--- config.mk ---
export PLATFORM = sky130hd
export DESIGN_NAME = mux_rr_scheduler_flat
export DESIGN_NICKNAME = d
export VERILOG_FILES = /design/src/rtl/mux_sched_pkg.sv /design/src/rtl/mux_rr_scheduler_if.sv /design/src/rtl/mux_rr_scheduler_rr_pick.sv /design/src/rtl/mux_rr_scheduler.sv /design/src/flat_wrapper.sv
export SDC_FILE = /design/constraint.sdc
export NUM_CORES = 1
export LEC_CHECK = 0
export BUFFER_PORTS_ARGS = -buffer_cell sky130_fd_sc_hd__buf_2
export CELL_PAD_IN_SITES_DETAIL_PLACEMENT = 0
export CELL_PAD_IN_SITES_GLOBAL_PLACEMENT = 2
export CORE_MARGIN = 2
export CORE_UTILIZATION = 33
export CTS_BUF_LIST = sky130_fd_sc_hd__clkbuf_4 sky130_fd_sc_hd__clkbuf_8 sky130_fd_sc_hd__clkbuf_16
export CTS_CLUSTER_SIZE = 28
export DETAILED_ROUTE_END_ITERATION = 8
export PLACE_DENSITY = 0.91
export SETUP_SLACK_MARGIN = 0.4
export SLEW_MARGIN = 20
export SYNTH_ARGS = -nofsm -noshare
export SYNTH_HDL_FRONTEND = slang
export SYNTH_SLANG_ARGS = --single-unit
export TNS_END_PERCENT = 100
--- constraint.sdc ---
create_clock -name clk -period 5.65 [get_ports clk]
set_input_delay 0 -clock clk [delete_from_list [all_inputs] [get_ports clk]]
set_output_delay 0 -clock clk [all_outputs]
set_load 0.1 [all_outputs]
--- src/rtl/mux_sched_pkg.sv ---
// Shared definitions for the round-robin mux scheduler family.
// Contents: default geometry, FSM state type, one-hot to binary helper.
package mux_sched_pkg;

    localparam int unsigned DEF_N_REQ    = 4;
    localparam int unsigned DEF_SEL_W    = 2;
    localparam int unsigned DEF_DATA_W   = 1;
    localparam int unsigned DEF_MAX_HOLD = 8;

    // Helper operates on the widest supported requester count (16).
    localparam int unsigned OH_MAX_W  = 16;
    localparam int unsigned BIN_MAX_W = 4;

    typedef enum logic [0:0] {
        IDLE  = 1'b0,
        GRANT = 1'b1
    } sched_state_e;

    // Binary index of a one-hot vector; zero input yields zero.
    function automatic logic [BIN_MAX_W-1:0] onehot_to_bin(input logic [OH_MAX_W-1:0] oh);
        logic [BIN_MAX_W-1:0] bin;
        bin = '0;
        for (int unsigned i = 0; i < OH_MAX_W; i++) begin
            if (oh[i]) begin
                bin = bin | BIN_MAX_W'(i);
            end
        end
        return bin;
    endfunction

endpackage

--- src/rtl/mux_rr_scheduler_if.sv ---
// Requester/scheduler bus for the round-robin mux scheduler.
// master: requester side (drives req, data_in).
// slave : scheduler side (drives grant, sel, busy, data_out, valid_out).
interface mux_rr_scheduler_if
    import mux_sched_pkg::*;
#(
    parameter int unsigned N_REQ  = DEF_N_REQ,
    parameter int unsigned SEL_W  = DEF_SEL_W,
    parameter int unsigned DATA_W = DEF_DATA_W
);

    logic [N_REQ-1:0]        req;
    logic [N_REQ*DATA_W-1:0] data_in;
    logic [N_REQ-1:0]        grant;
    logic [SEL_W-1:0]        sel;
    logic                    busy;
    logic [DATA_W-1:0]       data_out;
    logic                    valid_out;

    modport master (
        output req, data_in,
        input  grant, sel, busy, data_out, valid_out
    );

    modport slave (
        input  req, data_in,
        output grant, sel, busy, data_out, valid_out
    );

endinterface

--- src/rtl/mux_rr_scheduler_rr_pick.sv ---
// rr_pick: combinational rotating priority encoder.
// Ports: req (N request bits), ptr (search start) -> found (any req set),
//        idx (first set bit at or above ptr, wrapping mod N).
module rr_pick #(
    parameter int unsigned N = 4,
    parameter int unsigned W = 2
) (
    input  logic [N-1:0] req,
    input  logic [W-1:0] ptr,
    output logic         found,
    output logic [W-1:0] idx
);

    logic [W-1:0] cand;

    // N is a power of two, so W-bit addition wraps mod N for free.
    always_comb begin
        found = 1'b0;
        idx   = '0;
        cand  = '0;
        for (int unsigned i = 0; i < N; i++) begin
            cand = W'(ptr + W'(i));
            if (!found && req[cand]) begin
                found = 1'b1;
                idx   = cand;
            end
        end
    end

endmodule

--- src/rtl/mux_rr_scheduler.sv ---
// mux_rr_scheduler: round-robin owner of a shared N:1 select mux.
// Ports: clk, rst_n (async active-low), bus (slave modport): req/data_in in;
//        grant (one-hot), sel, busy, data_out, valid_out out, all registered.
// Build option: HOLD_LIMIT_EN caps a grant at MAX_HOLD cycles while others wait.
module mux_rr_scheduler
    import mux_sched_pkg::*;
#(
    parameter int unsigned N_REQ    = DEF_N_REQ,
    parameter int unsigned SEL_W    = DEF_SEL_W,
    parameter int unsigned DATA_W   = DEF_DATA_W,
    parameter int unsigned MAX_HOLD = DEF_MAX_HOLD
) (
    input logic               clk,
    input logic               rst_n,
    mux_rr_scheduler_if.slave bus
);

    localparam bit CFG_OK = (SEL_W == $clog2(N_REQ)) && (N_REQ >= 2) && (N_REQ <= 16)
                            && (MAX_HOLD >= 1);

    if (!CFG_OK) begin : g_cfg_check
        $error("mux_rr_scheduler: inconsistent N_REQ/SEL_W/MAX_HOLD");
    end

    sched_state_e      state_q, state_nxt;
    logic [N_REQ-1:0]  grant_q, grant_nxt;
    logic [SEL_W-1:0]  sel_q, sel_nxt;
    logic [SEL_W-1:0]  ptr_q, ptr_nxt;
    logic              busy_q, busy_nxt;
    logic [DATA_W-1:0] data_q, data_nxt;
    logic              valid_q, valid_nxt;

`ifdef HOLD_LIMIT_EN
    localparam int unsigned CNT_W = (MAX_HOLD > 1) ? $clog2(MAX_HOLD) : 1;
    localparam logic [CNT_W-1:0] CNT_LAST = CNT_W'(MAX_HOLD - 1);
    logic [CNT_W-1:0]  cnt_q, cnt_nxt;
`endif

    logic [N_REQ-1:0]  pick_req;
    logic              pick_found;
    logic [SEL_W-1:0]  pick_idx;
    logic              take;
    logic [SEL_W-1:0]  lane_sel;
    logic [DATA_W-1:0] lanes [N_REQ];

    for (genvar k = 0; k < N_REQ; k++) begin : g_lane
        assign lanes[k] = bus.data_in[k*DATA_W +: DATA_W];
    end

    // Forced rotation must skip the current owner, which still requests.
    always_comb begin
        pick_req = bus.req;
`ifdef HOLD_LIMIT_EN
        if ((state_q == GRANT) && bus.req[sel_q]) begin
            pick_req = bus.req & ~grant_q;
        end
`endif
    end

    rr_pick #(
        .N (N_REQ),
        .W (SEL_W)
    ) u_pick (
        .req   (pick_req),
        .ptr   (ptr_q),
        .found (pick_found),
        .idx   (pick_idx)
    );

    assign lane_sel = SEL_W'(onehot_to_bin(OH_MAX_W'(grant_q)));

    // Next-state, grant and datapath selection.
    always_comb begin
        state_nxt = state_q;
        grant_nxt = grant_q;
        sel_nxt   = sel_q;
        ptr_nxt   = ptr_q;
        busy_nxt  = busy_q;
        valid_nxt = |grant_q;
        data_nxt  = (|grant_q) ? lanes[lane_sel] : data_q;
        take      = 1'b0;
`ifdef HOLD_LIMIT_EN
        cnt_nxt   = cnt_q;
`endif

        case (state_q)
            IDLE: begin
                take = pick_found;
            end
            GRANT: begin
                if (!bus.req[sel_q]) begin
                    if (pick_found) begin
                        take = 1'b1;
                    end else begin
                        state_nxt = IDLE;
                        grant_nxt = '0;
                        busy_nxt  = 1'b0;
                    end
                end
`ifdef HOLD_LIMIT_EN
                else if (cnt_q == CNT_LAST) begin
                    // Saturate and keep the owner when nobody else waits.
                    take = pick_found;
                end else begin
                    cnt_nxt = cnt_q + CNT_W'(1);
                end
`endif
            end
            default: begin
                state_nxt = IDLE;
                grant_nxt = '0;
                busy_nxt  = 1'b0;
            end
        endcase

        if (take) begin
            state_nxt = GRANT;
            grant_nxt = N_REQ'(1) << pick_idx;
            sel_nxt   = pick_idx;
            ptr_nxt   = SEL_W'(pick_idx + SEL_W'(1));
            busy_nxt  = 1'b1;
`ifdef HOLD_LIMIT_EN
            cnt_nxt   = '0;
`endif
        end
    end

    // State and output registers.
    always_ff @(posedge clk or negedge rst_n) begin
        if (!rst_n) begin
            state_q <= IDLE;
            grant_q <= '0;
            sel_q   <= '0;
            ptr_q   <= '0;
            busy_q  <= 1'b0;
            data_q  <= '0;
            valid_q <= 1'b0;
`ifdef HOLD_LIMIT_EN
            cnt_q   <= '0;
`endif
        end else begin
            state_q <= state_nxt;
            grant_q <= grant_nxt;
            sel_q   <= sel_nxt;
            ptr_q   <= ptr_nxt;
            busy_q  <= busy_nxt;
            data_q  <= data_nxt;
            valid_q <= valid_nxt;
`ifdef HOLD_LIMIT_EN
            cnt_q   <= cnt_nxt;
`endif
        end
    end

    assign bus.grant     = grant_q;
    assign bus.sel       = sel_q;
    assign bus.busy      = busy_q;
    assign bus.data_out  = data_q;
    assign bus.valid_out = valid_q;

endmodule

--- src/flat_wrapper.sv ---
// flat-port wrapper written by rule: the top's interface ports become plain ports
module mux_rr_scheduler_flat import mux_sched_pkg::*;
#(
    parameter int unsigned N_REQ    = DEF_N_REQ,
    parameter int unsigned SEL_W    = DEF_SEL_W,
    parameter int unsigned DATA_W   = DEF_DATA_W,
    parameter int unsigned MAX_HOLD = DEF_MAX_HOLD
)
  (clk, rst_n, bus_req, bus_data_in, bus_grant, bus_sel, bus_busy, bus_data_out, bus_valid_out);
  mux_rr_scheduler_if #(.N_REQ(N_REQ), .SEL_W(SEL_W), .DATA_W(DATA_W)) bus_i ();
  input logic clk;
  input logic rst_n;
  input wire logic [$bits(bus_i.req)-1:0] bus_req;
  input wire logic [$bits(bus_i.data_in)-1:0] bus_data_in;
  output wire logic [$bits(bus_i.grant)-1:0] bus_grant;
  output wire logic [$bits(bus_i.sel)-1:0] bus_sel;
  output wire logic [$bits(bus_i.busy)-1:0] bus_busy;
  output wire logic [$bits(bus_i.data_out)-1:0] bus_data_out;
  output wire logic [$bits(bus_i.valid_out)-1:0] bus_valid_out;
  assign bus_i.req = bus_req;
  assign bus_i.data_in = bus_data_in;
  assign bus_grant = bus_i.grant;
  assign bus_sel = bus_i.sel;
  assign bus_busy = bus_i.busy;
  assign bus_data_out = bus_i.data_out;
  assign bus_valid_out = bus_i.valid_out;
  mux_rr_scheduler #(.N_REQ(N_REQ), .SEL_W(SEL_W), .DATA_W(DATA_W), .MAX_HOLD(MAX_HOLD)) u_core (.clk(clk), .rst_n(rst_n), .bus(bus_i));
endmodule
Word-level counts from Yosys, hierarchy flattened
Cells that the tools add are included.
{"block": "word_totals", "register_bits": 12, "output_inout_bits": 9, "elab_cells": 69}
{"block": "op_classes", "add_sub_neg": 4, "magnitude_cmp": 6, "n_eq_ne": 2, "shift": 1, "muxes": 38, "n_bitwise": 2, "reduce_logical": 9}
{"cell": "$mux W1", "n": 21}
{"cell": "$mux W4", "n": 4}
{"cell": "$lt A2 B3 Y1 const B", "n": 5}
{"cell": "$bmux W1 S2", "n": 6}
{"cell": "$mux W2", "n": 6}
{"cell": "$add A2 B1 Y2 const B", "n": 2}
{"cell": "$add A2 B2 Y2 const B", "n": 2}
{"cell": "$reduce_or A4 Y1", "n": 1}
{"cell": "$shl A1 B2 Y4 const A", "n": 1}
{"cell": "$ge A3 B3 Y1 const B", "n": 1}
{"cell": "$logic_and A1 B1 Y1", "n": 3}
{"cell": "$logic_not A1 Y1", "n": 3}
{"cell": "$not A2 Y3", "n": 1}
{"cell": "$reduce_and A3 Y1", "n": 1}
{"cell": "$ne A2 B1 Y1 const B", "n": 1}
{"cell": "$ne A2 B2 Y1 const B", "n": 1}
{"cell": "$pmux W1 S2", "n": 1}
{"cell": "$reduce_bool A2 Y1", "n": 1}
{"cell": "$not A1 Y1", "n": 1}

Logic depth before layout (Yosys ltp)
{"block": "depth", "word_depth": 17, "depth_mapped": 8, "ltp_nobuf": 8}

Cells and area by module
A second synthesis with hierarchy kept.
{"block": "unflattened", "hier_cells": 70, "area_unflattened_um2": 733.2}
{"module": "mux_rr_scheduler", "n_inst": 1, "cells_each": 55, "area_each_um2": 655.6}
{"module": "rr_pick", "n_inst": 1, "cells_each": 15, "area_each_um2": 77.6}

Worst setup path after synthesis
Ideal clock, no wire load.
{"block": "synth_path", "path_kind": "register -> register", "from": "reg u_core.sel_q[0] (netlist: u_core.bus.sel[0])", "to": "reg u_core.ptr_q[0]", "setup_ps": 119, "t_arrival_ps": 2363, "required_ps": 5531, "slack_ps": 3169, "path_stages_with_launch": 5, "n_path_buf": 0, "synth_period_minus_slack_ps": 2481, "path_cell_list": "dfrtp_1 -> mux4_2 -> a21oi_4 -> or4b_1 -> o21a_1"}
{"block": "synth_via", "elab_chain_len": 4}
{"element": "start, declared", "line_no": "mux_rr_scheduler.sv:27", "text": "logic [SEL_W-1:0] sel_q, sel_nxt;"}
{"element": "start signal, assigned", "line_no": "mux_rr_scheduler.sv:144", "text": "sel_q <= sel_nxt;"}
{"element": "$bmux W1 S2", "line_no": "mux_rr_scheduler.sv:91", "text": "if (!bus.req[sel_q]) begin"}
{"element": "$mux W1 (implied by the code)", "line_no": "mux_rr_scheduler.sv:91"}
{"element": "$mux W1", "line_no": "mux_rr_scheduler.sv:91"}
{"element": "$pmux W1 S2", "line_no": "mux_rr_scheduler.sv:86", "text": "case (state_q)"}
{"element": "end signal, assigned", "line_no": "mux_rr_scheduler.sv:145", "text": "ptr_q <= ptr_nxt;"}
{"element": "end, declared", "line_no": "mux_rr_scheduler.sv:28", "text": "logic [SEL_W-1:0] ptr_q, ptr_nxt;"}
Every way passes these cells. The select of a mux whose other input is x is not followed.
A chain may end at the register's enable or synchronous reset.

Worst setup path in the final report
{"block": "layout_path", "from": "reg u_core.ptr_q[0]", "to": "reg u_core.grant_q[0] (netlist: u_core.bus.grant[0])"}
{"block": "layout_via", "word_cells_on_any_way": 34, "cone_classes": "3 x add/sub; 2 x eq/ne; 1 x shift; 20 x mux; 8 x reduce/logical"}
{"element": "branches (longest 11 deep; another with $add A2 B1 Y2)"}
{"element": "$mux W2 (*)", "line_no": "mux_rr_scheduler_rr_pick.sv:23", "text": "if (!found && req[cand]) begin"}
{"element": "named net u_core.pick_idx[0]", "line_no": "mux_rr_scheduler.sv:41", "text": "logic [SEL_W-1:0] pick_idx;"}
{"element": "$shl A1 B2 Y4 (*)", "line_no": "mux_rr_scheduler.sv:118", "text": "grant_nxt = N_REQ'(1) << pick_idx;"}
{"element": "$mux W4 (*)", "line_no": "mux_rr_scheduler.sv:116", "text": "if (take) begin"}
{"element": "end signal, assigned", "line_no": "mux_rr_scheduler.sv:143", "text": "grant_q <= grant_nxt;"}
{"element": "end, declared", "line_no": "mux_rr_scheduler.sv:26", "text": "logic [N_REQ-1:0] grant_q, grant_nxt;"}
Mark *: on every way through the listed nets, which the timed path passes. The select of a mux whose other input is x is not followed.

==> run_results.csv <==
group,metric,value,unit
placement,hpwl,1140,um
critical_path,cp-endpoint,"u_core.bus.grant[0]",
status,status,"completed",
floorplanning,dieWidth,50.9,um
synthesis,synthSimpleGateAreaFrac,17.9,%
critical_path,timing.rr.start,"u_core.ptr_q[0]",
synthesis,synth_top_area_share,41.3,%
timing,relSlewSlack,65.3,%
cts,cts.path.max_buffers,2,
critical_path,arrival,2.10,ns
global_route,grt_remaining_overflow,0,
floorplanning,num_rows,16,
floorplanning,dieArea,2590,sq um
drt,wl,1520,um
synthesis,synthFlopType,"dfrtp_1",
cts,clk_latency,0.27,ns
timing,setup_violations,0,
synthesis,synthTopCellsByArea,"dfrtp_1 (41%), ha_1 (6.9%), a21oi_1 (6.2%)",
synthesis,yosysTopAreaCell,"dfrtp_1",
hold_path,hold_path_class,"input port to asynchronous set/reset pin",
timing,fin_skew,0.00137,ns
cells_and_area,drive_gt1_share,28.4,%
synthesis,synth.avg_cell_area,9.96,sq um
synthesis,synthAdderAreaFrac,6.88,%
floorplanning,io_pins,19,
global_route,grt_pass1_vias,602,
critical_path,r2r_setup_slack,3.71,ns
global_route,track_usage,14.1,%
drt,vias,619,
synthesis,synthArstFlopShare,100,%
timing,drv_slew,0,
drt,avgRoutedWirePerCell,12.5,um
critical_path,critical_path.top_delay_family,"simple AND/OR/NAND/NOR gates",
cts,postCtsSetupBuffers,0,
timing,tightest_slew,0.516,ns
cts,numCtsBuffers,3,
timing,fin_setup_tns,0,ns
critical_path,endpoint_kind,"flop",
synthesis,ys_seq_area_share,41.3,%
critical_path,critPathLaunchType,"flop",
timing,rsz0062_at_grt,"false",
cells_and_area,area_growth,21.5,%
global_route,grt_start_max_net_pins,13,
critical_path,crit_slowest_cell,"nor4_1",
drt,remaining_drc_errors,0,
cts,tritoncts,"done",
synthesis,synth-xor-area-share,0,%
synthesis,muxShareOfSynthArea,7.75,%
synthesis,synth_edf_count,0,
cells_and_area,fin_nets,111,
timing,fin_crit_sh,34.4,%
drt,drt-vias-per-instance,5.07,
cts,clk_pin_slew_worst_paths,0.07,ns
global_route,antenna_found_initial,0,
job,cap_viol_max_count,0,
timing,fmaxAchievable,514,MHz
critical_path,critPathBufInv,1,
critical_path,r2r_cells,8,
cells_and_area,diodes,0,
critical_path,crit_start,"u_core.ptr_q[0]",
critical_path,crit_required,5.81,ns
synthesis,synth_top_family_by_area,"compound AO/OA/AOI/OAI gates",
synthesis,synth_area,727,sq um
synthesis,synthTopCellsByCount,"dfrtp_1 (12), a21oi_1 (9), inv_1 (9), nand2_1 (8)",
synthesis,ys_warn_count,0,
floorplanning,core_area,2020,sq um
critical_path,path_max_fanout,4,
timing,period_needed,1.94,ns
critical_path,critical_path_class,"flop to flop",
critical_path,cp_cell_sequence,"nand2b_1 -> a21boi_0 -> nor4_1 -> inv_1 -> ha_1 -> nand2_1 -> a21oi_1 -> a221o_1",
cts,htreeDepth,1,
synthesis,syn_inst,73,
synthesis,syn-num-nets,87,
critical_path,max_stage_delay,0.45,ns
synthesis,synthDistinctLibCells,24,
timing,final_hold_viol_count,0,
global_route,grt_pass1_wl,2680,um
floorplanning,die_h,50.9,um
critical_path,timing.rr.end,"u_core.bus.grant[0]",
floorplanning,initial_core_util,36.0,%
placement,gp_congestion,0.711,
synthesis,synth.most_common_cell,"dfrtp_1",
placement,io_buffers,18,
synthesis,synth_compound_area_share,21.5,%
drt,drtIter0Drc,19,
drt,drtAntennaViolNets,0,
drt,drt_pass1_iterations,4,
cts,cts_root_buffer,"clkbuf_4",
cts,clkSinkCount,12,
synthesis,ys_ff_latch,12,
critical_path,path_depth,8,
[flip-flops by register name, indices dropped and copies added (netlist names)]
signal and cells:
u_core.bus.grant 4, u_core.bus.sel 2, u_core.ptr_q 2, u_core.bus.busy 1
u_core.bus.data_out 1, u_core.bus.valid_out 1, u_core.state_q 1
[layer usage]
metal	up-vias	wire [um]	GRT usage, %
met1	290	738	17.8
met3	4	75	2.63
met5	-	0	0
met2	19	675	21.6
met4	0	34	9.46
li1	306	-	-
[placed cells by master (no fill, tap or decap)]
master          n
nor2_1          2
a21oi_1         9
and2_1          1
mux2_2          3
o21a_1          1
nor4_1          1
a21oi_4         1
buf_2          18
nor3_1          2
o21ai_0         3
nand2b_1        4
nand2_1         8
nor2b_1         1
a21o_1          1
nor4_4          1
a221o_1         4
a21boi_0        1
inv_1           9
dfrtp_1        12
ha_1            4
clkbuf_4        3
mux4_2          1
a221oi_1        1
or4_1           1
or4b_1          1
a2111oi_0       1
dlygate4sd3_1   1
[layout make-up]
type                    count  area [sq um]
clock buffers               3          22.5
multi-input cells          52           393
inverters                   9          33.8
fillers                   203          1140
repair buffers             19           100
well taps                  27          33.8
flip-flops and latches     12           300
[worst min-delay path by stage]
stage	cells after the start	endpoint	slack, ns
3_5_place_dp	1	u_core.bus.data_out	-0.11
4_1_cts	2	u_core.bus.grant[0]	0.14
5_1_grt	2	u_core.bus.grant[3]	0.16
3_3_place_gp	1	u_core.bus.valid_out	-0.1
2_1_floorplan	0	u_core.bus.busy	-0.30
6_report	2	u_core.bus.grant[0]	0.14
[repair_timing]
item,4_1_cts,5_1_grt
endpoints found under the hold margin,12,0
hold buffers,1,0
gates resized for setup,0,0
[per-stage QoR]
step / util, % / cell area, sq um / hold WS, ns / instances / worst slack (ns)
2_1_floorplan: - / 727 / -0.296 / 73 / 3.17
3_3_place_gp: 42.1 / 851 / -0.0971 / 118 / 3.74
3_5_place_dp: 42.1 / 851 / -0.106 / 118 / 3.72
4_1_cts: 43.7 / 883 / 0.139 / 122 / 3.70
5_1_grt: 43.7 / 883 / 0.155 / 122 / 3.47
6_report: 43.7 / 883 / 0.139 / 122 / 3.71
[cells by family after synthesis]
| kind of cell | Yosys count |
|---|---|
| AO/OA/AOI/OAI | 22 |
| AND/OR/NAND/NOR | 22 |
| buffers and inverters | 9 |
| flip-flops | 12 |
| adder cells (fa/ha/maj) | 4 |
| multiplexers | 4 |
Power is left out: the tool's default activity adds up to more than one toggle a clock period on the data nets, which glitch-free logic cannot reach.
